===== src/rtl/if_id_stage.sv =====
// Instruction-fetch stage: program counter, IF/ID pipeline register, stall/flush
// statistics and a sticky watchdog for runs of consecutive stall cycles.
module if_id_stage #(
  parameter logic [31:0] RESET_PC  = 32'h0000_0000,
  parameter int unsigned MAX_STALL = 2,
  parameter int unsigned CNT_W     = 32
) (
  input  logic             clk_i,
  input  logic             rst_i,
  input  logic             PC_write,
  input  logic             IFID_write,
  input  logic             IF_flush,
  input  logic             branch_taken_i,
  input  logic [31:0]      branch_target_i,
  input  logic [31:0]      instr_i,
  output logic [31:0]      pc_o,
  output logic [31:0]      IFID_instr_o,
  output logic [31:0]      IFID_pc4_o,
  output logic             IFID_valid_o,
  output logic [CNT_W-1:0] stall_cnt_o,
  output logic [CNT_W-1:0] flush_cnt_o,
  output logic [CNT_W-1:0] fetch_cnt_o,
  output logic             stall_err_o
);

  // Run counter must reach MAX_STALL+1 without overflowing.
  localparam int unsigned     RunW   = $clog2(MAX_STALL + 2);
  localparam logic [RunW-1:0] RunMax = RunW'(MAX_STALL);
  localparam logic [RunW-1:0] RunSat = RunW'(MAX_STALL + 1);

  logic [31:0]      pc_q, pc_d;
  logic [31:0]      instr_q, instr_d;
  logic [31:0]      pc4_q, pc4_d;
  logic             valid_q, valid_d;
  logic [CNT_W-1:0] stall_cnt_q, stall_cnt_d;
  logic [CNT_W-1:0] flush_cnt_q, flush_cnt_d;
  logic [CNT_W-1:0] fetch_cnt_q, fetch_cnt_d;
  logic [RunW-1:0]  run_q, run_d;
  logic             err_q, err_d;

  logic [31:0] pc_plus4;
  logic        stall;
  logic        fetch_load;

  assign pc_plus4   = pc_q + 32'd4;
  assign stall      = ~PC_write & ~branch_taken_i;
  assign fetch_load = ~IF_flush & IFID_write;

  always_comb begin
    pc_d        = pc_q;
    instr_d     = instr_q;
    pc4_d       = pc4_q;
    valid_d     = valid_q;
    stall_cnt_d = stall_cnt_q;
    flush_cnt_d = flush_cnt_q;
    fetch_cnt_d = fetch_cnt_q;
    run_d       = run_q;
    err_d       = err_q;

    // Redirect wins even while the hazard detector holds the PC.
    if (branch_taken_i) begin
      pc_d = branch_target_i & ~32'h3;
    end else if (PC_write) begin
      pc_d = pc_plus4;
    end

    if (IF_flush) begin
      instr_d = 32'h0;
      pc4_d   = 32'h0;
      valid_d = 1'b0;
    end else if (IFID_write) begin
      instr_d = instr_i;
      pc4_d   = pc_plus4;
      valid_d = 1'b1;
    end

    if (stall && stall_cnt_q != {CNT_W{1'b1}}) begin
      stall_cnt_d = stall_cnt_q + 1'b1;
    end
    if (IF_flush && flush_cnt_q != {CNT_W{1'b1}}) begin
      flush_cnt_d = flush_cnt_q + 1'b1;
    end
    if (fetch_load && fetch_cnt_q != {CNT_W{1'b1}}) begin
      fetch_cnt_d = fetch_cnt_q + 1'b1;
    end

    if (stall) begin
      if (run_q >= RunMax) begin
        run_d = RunSat;
        err_d = 1'b1;
      end else begin
        run_d = run_q + 1'b1;
      end
    end else begin
      run_d = '0;
    end
  end

  always_ff @(posedge clk_i or posedge rst_i) begin
    if (rst_i) begin
      pc_q        <= RESET_PC;
      instr_q     <= 32'h0;
      pc4_q       <= 32'h0;
      valid_q     <= 1'b0;
      stall_cnt_q <= '0;
      flush_cnt_q <= '0;
      fetch_cnt_q <= '0;
      run_q       <= '0;
      err_q       <= 1'b0;
    end else begin
      pc_q        <= pc_d;
      instr_q     <= instr_d;
      pc4_q       <= pc4_d;
      valid_q     <= valid_d;
      stall_cnt_q <= stall_cnt_d;
      flush_cnt_q <= flush_cnt_d;
      fetch_cnt_q <= fetch_cnt_d;
      run_q       <= run_d;
      err_q       <= err_d;
    end
  end

  assign pc_o         = pc_q;
  assign IFID_instr_o = instr_q;
  assign IFID_pc4_o   = pc4_q;
  assign IFID_valid_o = valid_q;
  assign stall_cnt_o  = stall_cnt_q;
  assign flush_cnt_o  = flush_cnt_q;
  assign fetch_cnt_o  = fetch_cnt_q;
  assign stall_err_o  = err_q;

endmodule


===== config.mk =====
export PLATFORM = sky130hd
export DESIGN_NAME = if_id_stage
export DESIGN_NICKNAME = d
export VERILOG_FILES = /design/src/rtl/if_id_stage.sv
export SDC_FILE = /design/constraint.sdc
export NUM_CORES = 1
export LEC_CHECK = 0
export BUFFER_PORTS_ARGS = -buffer_cell sky130_fd_sc_hd__buf_4
export CAP_MARGIN = 20
export CORE_MARGIN = 8
export CORE_UTILIZATION = 40
export DETAILED_ROUTE_END_ITERATION = 16
export PLACE_DENSITY = 0.66
export SYNTH_ARGS = -nofsm -noshare
export SYNTH_HDL_FRONTEND = slang
export SYNTH_SLANG_ARGS = --single-unit

===== constraint.sdc =====
create_clock -name clk_i -period 5.5 [get_ports clk_i]
set_input_delay 0.55 -clock clk_i [delete_from_list [all_inputs] [get_ports clk_i]]
set_output_delay 0.55 -clock clk_i [all_outputs]
set_load 0.1 [all_outputs]

==> qor.txt, run 1 <==
Internal: 2.50 mW
Starting density of the core: 40.4%
Min Tclk post-route: 2.48 ns
Synth warnings: 0
Flop pwr share: 38.4%
CP delay by family, top: simple AND/OR/NAND/NOR gates
Worst EP required: 5.80 ns
Finished Layout Cells: 1,498
Max capacitance violation total: 0
Post-route total power: 4.45 mW
Post-CTS Setup Bufs: 0
Reg-to-reg startpoint: fetch_cnt_o[16]
F_max: 403 MHz
Final core utilization: 52.1%
Critical Path End Type: register
Final wirelength: 26,200 um
#FFs+latches synth: 193
Slew at the pin closest to its max-slew limit: 1.06 ns
Final HPWL DP: 19,000 um
Num Clock Sinks: 193
Final nets: 1,241
Final Hold Fails: 0
Worst Hold Class: primary input to asynchronous set/reset pin
Clk pwr share: 27.7%
First-pass GRT wire length: 41,600 um
Net Sw Power: 1.95 mW
Post-route cell area: 12,200 um2
Final setup viols: 0
Row count: 56
Gpl congestion: 0.804
Clk_skew: 0.0163 ns
PwrDens: 366 nW/um2
Initial antenna violation count: 0
Vias: 7,555
Syn_area_per_cell: 10.1 um2
DR WL/cell: 17.5 um
Setup crit start: fetch_cnt_o[16]
Area delta synth->final: 28.8%
Maximum VDD drop: 375 uV
Critical Path Source Type: register
Slowest cell on crit path: nor4_2
Distinct cells, synth: 57
Clk buf depth: 2
Post-synthesis cell count: 936
Largest net degree at the start of global routing: 175
Critical path arrival: 2.79 ns
CTS H-tree depth: 4
Clock Pin Slew Worst Setup and Hold Paths: 0.08 ns
RSZ-0062 raised after global routing: no
Vias per cell: 5.04
Rel. slew slack: 29.3%
IO Pins: 264
Final Cycle Share: 45.2%
Post-CTS sizing: 0
Crit Path Max Fanout: 14
CTS Buf Count: 17
ANT cells: 0
Die ar.: 28,800 um2
CTS tree: yes
Drt pass-1 iters: 6
Comb pwr share: 33.9%
Status: complete, no violations
IO buf count: 259
Clock latency at the later pin of the worst-skew pair: 0.43 ns
GRT Residual Overflow: 0
Core Footprint: 23,300 um2
Mapped cell area: 9440 um2
# DRC: 0
WS Path Type: register to register
Tot GR Track Use: 18.0%
Critical-path cell list: and3_1 -> nand4_1 -> nor4_2 -> buf_4 -> nor2_1 -> mux2_2
Share of layout cells above drive strength 1: 26.4%
CP bufs+invs: 1
Net Sw Frac: 43.9%
Root buf cell: clkbuf_16
Post-synthesis sequential area ratio: 51.2%
Asr flop ratio synth: 100%
Antenna Nets Post-Route: 0
DIE HEIGHT: 170 um
Die Width: 170 um
DRT iter0 DRCs: 452
EDFF count, synth: 0
Post-synth top flop: dfrtp_1
Hold-fix buffers, CTS: 0
Setup TNS Final: 0 ns
Max incr delay on CP: 0.73 ns
Leak Pwr: 5.84 nW
Vias in the first global route: 7,560
Max Slew Vio Count: 0
Post-Place Cell Area: 11,600 um2
Cells after DPL: 1,467
power by group through the flow:
stage | sequential [mW] | clock [mW] | combinational, mW
floorplan | 2.61 | 0 | 0.276
global placement | 1.73 | 0 | 1.51
detailed placement | 1.74 | 0 | 1.52
CTS | 1.71 | 1.27 | 1.52
global route | 1.74 | 1.33 | 1.58
finish | 1.71 | 1.23 | 1.51
sequential cells by signal, indices dropped and copies added, names as in the netlist, 2 cells and up:
register / count
IFID_instr_o: 32
IFID_pc4_o: 31
fetch_cnt_o: 32
flush_cnt_o: 32
pc_o: 30
run_q: 2
stall_cnt_o: 32
cells in the mapped netlist (2+ instances only):
| library cell | n | area share, % |
|---|---|---|
| o21a_1 | 2 | 0.16 |
| and2_1 | 2 | 0.13 |
| o31ai_1 | 2 | 0.16 |
| ha_1 | 4 | 0.53 |
| buf_6 | 2 | 0.24 |
| nor2b_1 | 3 | 0.20 |
| and3_1 | 14 | 0.93 |
| a211oi_1 | 25 | 2.0 |
| nand2_1 | 87 | 3.5 |
| buf_2 | 9 | 0.48 |
| or2_2 | 3 | 0.20 |
| nand4_1 | 22 | 1.5 |
| and4_1 | 24 | 2.2 |
| nor3b_1 | 3 | 0.24 |
| a21oi_1 | 6 | 0.32 |
| nand3_1 | 49 | 2.6 |
| xor2_1 | 81 | 7.5 |
| buf_4 | 6 | 0.48 |
| o21ai_0 | 32 | 1.7 |
| nand2b_1 | 2 | 0.13 |
| o21ai_1 | 3 | 0.16 |
| nor2_1 | 111 | 4.4 |
| o311ai_2 | 2 | 0.34 |
| mux2i_1 | 35 | 3.7 |
| xnor2_1 | 59 | 5.5 |
| buf_1 | 3 | 0.12 |
| inv_1 | 18 | 0.72 |
| nor4_1 | 18 | 1.2 |
| or3_1 | 5 | 0.33 |
| dfrtp_1 | 193 | 51 |
| nor3_2 | 3 | 0.32 |
| a311oi_1 | 4 | 0.37 |
| nand4_2 | 2 | 0.27 |
| clkbuf_1 | 31 | 1.2 |
| nor3_1 | 49 | 2.6 |
placed cells by master (no fill, tap or decap), types with 3 or more instances in the layout:
cell type	instances
nand3_1	49
or3_1	5
nor3_2	3
nand2_1	87
xor2_1	81
and4_1	24
nor3_1	49
nor4_1	18
ha_1	4
clkinvlp_4	3
dfrtp_1	193
nor2_1	111
a311oi_1	4
or2_2	3
xnor2_1	59
nor2b_1	3
clkbuf_16	17
buf_4	261
o21ai_0	32
and3_1	14
clkinv_4	4
mux2i_1	35
o21ai_1	3
nor3b_1	3
a21oi_1	6
nand4_1	22
inv_1	17
a211oi_1	25
inv_8	5
per-layer routing:
layer | track usage (%) | routed length (um) | vias to the layer above | part of all wire, %
met1 | 23.4 | 11700 | 3648 | 44
met4 | 3.69 | 212 | 0 | 0.81
li1 | - | - | 3722 | -
met5 | 0 | 0 | - | 0
met3 | 4.56 | 1330 | 11 | 5.1
met2 | 30.0 | 13000 | 174 | 50
cells by family (layout without fill, tap and decap cells):
logic type | Yosys count | count (layout) | synth area share, %
and+or+nand+nor | 407 | 407 | 22.0
adders and majority gates | 4 | 4 | 0.530
other | 1 | 2 | 0.0397
buffers and inverters | 69 | 311 | 3.26
xor gates and xnor gates | 140 | 140 | 13.0
DFF | 193 | 193 | 51.2
AOI/OAI and AO/OA | 85 | 85 | 6.09
muxes | 37 | 37 | 3.95
layout make-up:
| cell class | instances | area, um2 |
|---|---|---|
| Clock inverter | 13 | 145 |
| Fill cell | 2215 | 11200 |
| Tap cell | 319 | 399 |
| Clock buffer | 18 | 429 |
| Inverter | 18 | 71.3 |
| Multi-Input combinational cell | 675 | 4300 |
| Sequential cell | 193 | 4830 |
| Timing Repair Buffer | 262 | 1980 |
metrics by stage:
step / setup slack [ns] / hold slack (ns)
final: 3.02 / 0.140
after global routing: 2.76 / 0.143
after CTS: 3.00 / 0.126
after detailed placement: 2.97 / 0.446
after global placement: 3.02 / 0.433
after floorplan: 2.46 / 0.420
final timing paths:
check | end | slack, ns | cells after the start
setup reg to reg | fetch_cnt_o[1] | 3.02 | 6
setup / recovery | fetch_cnt_o[1] | 3.02 | 6
hold reg to reg | run_q[0] | 0.45 | 1
max in group asynchronous | flush_cnt_o[25] | 4.00 | 3
min in group clk_i | pc_o[10] | 0.32 | 3
hold / removal | stall_cnt_o[22] | 0.14 | 2
No activity file was read; power rests on OpenSTA's default activity.
==> inputs of run 2 (changes only) <==
--- a/config.mk
+++ b/config.mk
@@ -5,12 +5,13 @@
 export SDC_FILE = /design/constraint.sdc
 export NUM_CORES = 1
 export LEC_CHECK = 0
+export ABC_AREA = 1
 export BUFFER_PORTS_ARGS = -buffer_cell sky130_fd_sc_hd__buf_4
 export CAP_MARGIN = 20
 export CORE_MARGIN = 8
 export CORE_UTILIZATION = 40
 export DETAILED_ROUTE_END_ITERATION = 16
-export PLACE_DENSITY = 0.66
+export PLACE_DENSITY = 0.65
 export SYNTH_ARGS = -nofsm -noshare
 export SYNTH_HDL_FRONTEND = slang
 export SYNTH_SLANG_ARGS = --single-unit
==> constraint.sdc (replaced) <==
create_clock -name clk_i -period 2.2 [get_ports clk_i]
set_input_delay 0.22 -clock clk_i [delete_from_list [all_inputs] [get_ports clk_i]]
set_output_delay 0.22 -clock clk_i [all_outputs]
set_load 0.1 [all_outputs]
==> qor.txt, run 2 <==
Status: complete, no violations
ANT cells: 0 (unchanged)
Vias: 10,693 (+42%)
Antenna Nets Post-Route: 0 (unchanged)
Leak Pwr: 7.15 nW (+22%)
Final setup viols: 0 (unchanged)
IO buf count: 259 (unchanged)
Area contributors post-synth: dfrtp_1, nand2_1, nor2_1
Distinct cells, synth: 31 (-46%)
Fill cell count: 2,571 (+16%)
Starting density of the core: 40.4% (-0.057 points)
Clk_skew: 0.0157 ns (-0.000653 ns)
DRT iter0 DRCs: 714 (+58%)
Final nets: 1,926 (+55%)
Leading area contributor after synthesis: dfrtp_1
Post-Place Cell Area: 13,300 um2 (+14%)
Syn_area_per_cell: 6.95 um2 (-31%)
Commonest non-fill, non-tap cell in the layout: nand2_1
Root buf cell: clkbuf_16
Vias in the first global route: 10,356 (+37%)
Maximum VDD drop: 531 uV (+41%)
CTS Buf Count: 17 (unchanged)
Critical Path End Type: register
Clk buf depth: 2 (unchanged)
Die ar.: 32,600 um2 (+13%)
Area delta synth->final: 30.5%
Post-synthesis sequential area ratio: 44.6% (-6.6 points)
Net Sw Frac: 42.1% (-1.8 points)
CTS tree: yes
Slew at the pin closest to its max-slew limit: 0.531 ns (-0.529 ns)
Net Sw Power: 4.37 mW (+120%)
Rel. slew slack: 64.6% (+35 points)
DR WL/cell: 15.2 um (-13%)
Post-synth top flop: dfrtp_1
WS Path Type: register to register
Synth warnings: 0 (unchanged)
Critical path arrival: 2.26 ns (-0.53 ns)
IO Pins: 264 (unchanged)
Flop pwr share: 39.6% (+1.2 points)
DIE HEIGHT: 181 um (+6.4%)
Clk pwr share: 29.4% (+1.7 points)
Worst Hold Class: primary input to register
Asr flop ratio synth: 100% (unchanged)
Gpl congestion: 0.915 (+14%)
Die Width: 181 um (+6.4%)
Critical Path Source Type: register
EDFF count, synth: 0 (unchanged)
Vias per cell: 4.85 (-3.9%)
#FFs+latches synth: 193 (unchanged)
Final Hold Fails: 0 (unchanged)
PwrDens: 735 nW/um2 (+100%)
Worst EP required: 2.50 ns (-3.30 ns)
Tot GR Track Use: 20.5% (+2.5 points)
Core Footprint: 26,800 um2 (+15%)
Drt pass-1 iters: 7 (+1)
Post-CTS Setup Bufs: 0 (unchanged)
Most numerous cell in the Yosys netlist: nand2_1
RSZ-0062 raised after global routing: no
Internal: 6.01 mW (+140%)
# DRC: 0 (unchanged)
CTS H-tree depth: 4 (unchanged)
Mapped cell area: 10,800 um2 (+15%)
Comb pwr share: 31.0% (-2.9 points)
Share of layout cells above drive strength 1: 18.1% (-8.3 points)
Final Cycle Share: 88.9% (+44 points)
F_max: 511 MHz (+27%)
Post-synthesis cell count: 1,558 (+66%)
Max capacitance violation total: 0 (unchanged)
Max Slew Vio Count: 0 (unchanged)
Setup TNS Final: 0 ns (unchanged)
Largest net degree at the start of global routing: 94 (-46%)
Final wirelength: 33,600 um (+28%)
Post-route cell area: 14,100 um2 (+16%)
Area share of the largest cell type after synthesis: 44.6% (-6.6 points)
Clock latency at the later pin of the worst-skew pair: 0.43 ns (about the same)
Row count: 60 (+7.1%)
GRT Residual Overflow: 0 (unchanged)
Clock Pin Slew Worst Setup and Hold Paths: 0.07 ns (about the same)
Commonest non-fill, non-tap cells in the layout: nand2_1, buf_4, nor2_1
Min Tclk post-route: 1.96 ns (-0.527 ns)
Num Clock Sinks: 193 (unchanged)
Commonest cells post-synth: nand2_1, nor2_1, dfrtp_1
Initial antenna violation count: 0 (unchanged)
First-pass GRT wire length: 54,800 um (+32%)
Final HPWL DP: 24,800 um (+31%)
Crit Path Max Fanout: 24 (+10)
[run 2: critical path, stage by stage, from the launching register on]
cell     delay (ns)
dfrtp_1        0.42
ha_1           0.26
inv_1          0.09
nor2_2         0.14
nand2_2        0.12
nor2_4         0.17
nand2_2        0.10
nand2_4        0.15
buf_6          0.24
o21ai_0        0.12
[run 2: cells by family (layout without fill, tap and decap cells)]
| group | count (synthesis) | count (layout) | synth area share, % |
|---|---|---|---|
| adders and majority gates | 4 | 4 | 0.462 |
| xor gates and xnor gates | 55 | 55 | 4.45 |
| and+or+nand+nor | 1067 | 1067 | 38.7 |
| buffers and inverters | 145 | 451 | 5.68 |
| DFF | 193 | 193 | 44.6 |
| other | 1 | 2 | 0.0346 |
| AOI/OAI and AO/OA | 93 | 93 | 6.10 |
[run 2: final timing paths]
check	slack, ns	from	endpoint	cells past startpoint
min in group asynchronous	0.38	rst_i	stall_cnt_o[23]	3
max in group asynchronous	0.96	rst_i	fetch_cnt_o[18]	4
setup / recovery	0.24	stall_cnt_o[1]	stall_cnt_o[2]	9
hold / removal	0.02	instr_i[28]	IFID_instr_o[28]	2
hold reg to reg	0.48	run_q[0]	run_q[0]	1
setup reg to reg	0.24	stall_cnt_o[1]	stall_cnt_o[2]	9
[run 2: layer usage]
metal | share of wire (%) | vias to the layer above | GRT usage (%)
met1 | 43 | 4925 | 25.1
met3 | 6.4 | 53 | 5.30
li1 | - | 5442 | -
met5 | 0 | - | 0
met4 | 2.6 | 0 | 7.21
met2 | 48 | 273 | 34.5
[run 2: what timing repair did]
item	CTS	global route
hold endpoints to repair	43	1
setup endpoints to repair	0	12
gates resized for setup	0	3
hold buffers	29	1
[run 2: cell type report]
type,count,area (um2),share of cell area [%]
repair buffers,314,2500,17.7
well taps,341,427,3.02
clock inverters,15,148,1.04
flip-flops and latches,193,4830,34.2
inverters,105,400,2.83
clock buffers,17,425,3.01
multi-input cells,1221,5400,38.2
[run 2: stage by stage]
step / setup slack [ns] / utilization [%] / hold WS [ns] / power [mW] / instances
final: 0.244 / 52.7 / 0.0241 / 10.4 / 2206
after global routing: 0.0530 / 52.7 / 0.0103 / 10.8 / 2206
after CTS: 0.154 / 52.7 / 0.0000273 / 10.5 / 2205
after detailed placement: 0.203 / 49.4 / 0.271 / 7.36 / 2144
after global placement: 0.227 / 49.4 / 0.263 / 7.34 / 2144
after floorplan: -0.510 / - / 0.290 / 6.53 / 1559
[run 2: power by group through the flow]
stage	combinational, mW	clock [mW]	sequential [mW]
floorplan	0.663	0	5.87
global placement	3.17	0	4.17
detailed placement	3.19	0	4.17
CTS	3.24	3.15	4.11
global route	3.37	3.26	4.16
finish	3.22	3.06	4.11
==> inputs of run 3 (changes only) <==
--- a/config.mk
+++ b/config.mk
@@ -10,6 +10,7 @@
 export CAP_MARGIN = 20
 export CORE_MARGIN = 8
 export CORE_UTILIZATION = 40
+export CTS_BUF_LIST = sky130_fd_sc_hd__clkbuf_4 sky130_fd_sc_hd__clkbuf_8
 export DETAILED_ROUTE_END_ITERATION = 16
 export PLACE_DENSITY = 0.65
 export SYNTH_ARGS = -nofsm -noshare
==> qor.txt, run 3 (synthesis gave the netlist of run 2 again) <==
Min Tclk post-route: 1.96 ns (+0.00259 ns)
Clock Pin Slew Worst Setup and Hold Paths: 0.11 ns (+0.04 ns)
Final wirelength: 33,800 um (+0.59%)
F_max: 510 MHz (-0.13%)
Fill cell count: 2,563 (-0.31%)
IO buf count: 259 (unchanged)
Vias in the first global route: 10,467 (+1.1%)
Worst EP required: 2.58 ns (+0.08 ns)
GRT Residual Overflow: 0 (unchanged)
Core Footprint: 26,800 um2 (unchanged)
Critical path's most frequent cell: nand2_2
Worst Hold Path EP: pc_o[3]
Max capacitance violation total: 0 (unchanged)
Critical Path End Type: register
WS Path Type: register to register
Worst Hold Slack: 0.0418 ns (+0.0177 ns)
Die Width: 181 um (unchanged)
Area delta synth->final: 31.9%
PwrDens: 678 nW/um2 (-7.7%)
Hold Crit Depth: 3 (+1)
IO Pins: 264 (unchanged)
Clk buf depth: 2 (unchanged)
Critical-path cell list: ha_1 -> inv_1 -> nor2_2 -> nand2_2 -> nor2_4 -> nand2_2 -> nand2_4 -> buf_6 -> nand2_1 -> o21ai_0
Setup TNS Final: 0 ns (unchanged)
RSZ-0062 raised after global routing: no
First-pass GRT wire length: 55,200 um (+0.74%)
Final nets: 1,959 (+1.7%)
DIE HEIGHT: 181 um (unchanged)
Die ar.: 32,600 um2 (unchanged)
Num Clock Sinks: 193 (unchanged)
Rel. slew slack: 64.9% (+0.31 points)
Post-route cell area: 14,300 um2 (+1.0%)
CTS tree: yes
Drt pass-1 iters: 7 (unchanged)
RR Endpoint: stall_cnt_o[2]
Antenna Nets Post-Route: 0 (unchanged)
Cells after DPL: 2,144 (unchanged)
Clk_skew: 0.0222 ns (+0.00650 ns)
Slew at the pin closest to its max-slew limit: 0.526 ns (-0.00471 ns)
Crit Path Max Fanout: 24 (unchanged)
DRT iter0 DRCs: 768 (+7.6%)
Clock latency at the later pin of the worst-skew pair: 0.47 ns (+0.04 ns)
Worst Hold Class: primary input to register
Slowest cell on crit path: dfrtp_1
Register-to-Register Path Depth: 10 (+1)
Maximum VDD drop: 531 uV (about the same)
Final HPWL DP: 24,800 um (unchanged)
Commonest non-fill, non-tap cells in the layout: nand2_1, buf_4, nor2_1
Vias: 10,846 (+1.4%)
Finished Layout Cells: 2,241 (+1.6%)
Row count: 60 (unchanged)
Critical Path Source Type: register
Vias per cell: 4.84 (-0.15%)
CTS Buf Count: 17 (unchanged)
Largest net degree at the start of global routing: 94 (unchanged)
Gpl congestion: 0.915 (unchanged)
Post-Place Cell Area: 13,300 um2 (unchanged)
Max incr delay on CP: 0.43 ns (about the same)
R2R setup slack: 0.24 ns (about the same)
Reg-to-reg startpoint: stall_cnt_o[1]
Tot GR Track Use: 20.6% (+0.14 points)
Share of layout cells above drive strength 1: 17.8% (-0.31 points)
DR WL/cell: 15.1 um (-0.98%)
Final Hold Fails: 0 (unchanged)
# DRC: 0 (unchanged)
Critical path arrival: 2.33 ns (+0.07 ns)
Starting density of the core: 40.4% (unchanged)
Root buf cell: clkbuf_8
Status: complete, no violations
Leak Pwr: 7.20 nW (+0.75%)
Post-CTS Setup Bufs: 0 (unchanged)
Initial antenna violation count: 2 (+2)
CTS H-tree depth: 4 (unchanged)
Commonest non-fill, non-tap cell in the layout: nand2_1
Final Cycle Share: 89.0% (+0.12 points)
Final setup viols: 0 (unchanged)
Hold Crit Start: branch_target_i[3]
Max Slew Vio Count: 0 (unchanged)
[run 3: changes by cell type in the layout (fill, tap and decap cells not counted)]
cell	previous run	this run
diode_2	0	2
dlygate4sd3_1	30	63
clkbuf_8	0	17
clkbuf_16	17	0
[run 3: where the power goes]
group | switching, mW | total (mW) | internal (mW)
clock | 1.46 | 2.30 | 0.840
combinational | 2.51 | 3.27 | 0.758
sequential | 0.327 | 4.11 | 3.78
total | 4.30 | 9.68 | 5.38
[run 3: cell type report]
| type | instances | area, um2 | area share, % |
|---|---|---|---|
| multi-input combinational | 1221 | 5400 | 37.8 |
| sequential | 193 | 4830 | 33.8 |
| timing repair buffer | 347 | 2830 | 19.8 |
| tap | 341 | 427 | 2.99 |
| inverter | 105 | 400 | 2.81 |
| clock buffer | 17 | 234 | 1.64 |
| clock inverter | 15 | 148 | 1.03 |
| antenna | 2 | 5.00 | 0.0351 |
[run 3: worst max-delay path by stage]
stage | slack [ns] | start | depth (start not counted) | end
5_1_grt | 0.05 | pc_o[2] | 8 | pc_o[12]
6_report | 0.24 | stall_cnt_o[1] | 10 | stall_cnt_o[2]
3_5_place_dp | 0.20 | stall_cnt_o[1] | 10 | stall_cnt_o[13]
4_1_cts | 0.16 | stall_cnt_o[1] | 9 | stall_cnt_o[2]
2_1_floorplan | -0.51 | rst_i | 1 | IFID_instr_o[0]
3_3_place_gp | 0.23 | stall_cnt_o[1] | 10 | stall_cnt_o[13]
[run 3: worst max-delay path: cells and delay by family (launching register included)]
kind / cells / cell delay [ns]
simple gates: 6 / 0.76
flops: 1 / 0.43
buf+inv: 2 / 0.33
fa+ha+maj: 1 / 0.27
compound gates: 1 / 0.09
[run 3: per-stage QoR]
step	utilization, %	worst slack (ns)	total power, mW
2_1_floorplan	-	-0.510	6.53
3_3_place_gp	49.4	0.227	7.34
3_5_place_dp	49.4	0.203	7.36
4_1_cts	53.2	0.164	9.78
5_1_grt	53.3	0.0468	10.1
6_report	53.3	0.241	9.68
[run 3: repair_timing]
| item | in CTS | in global routing |
|---|---|---|
| endpoints found under the setup margin | 0 | 12 |
| gates resized for setup | 0 | 3 |
| hold endpoints to repair | 76 | 0 |
| hold buffers | 63 | 0 |
[run 3: per-layer routing]
layer	up-vias	track usage, %	share of wire (%)
met3	54	5.06	6.2
li1	5501	-	-
met4	0	7.31	2.4
met1	4982	25.0	42
met5	-	0	0
met2	309	35.2	49
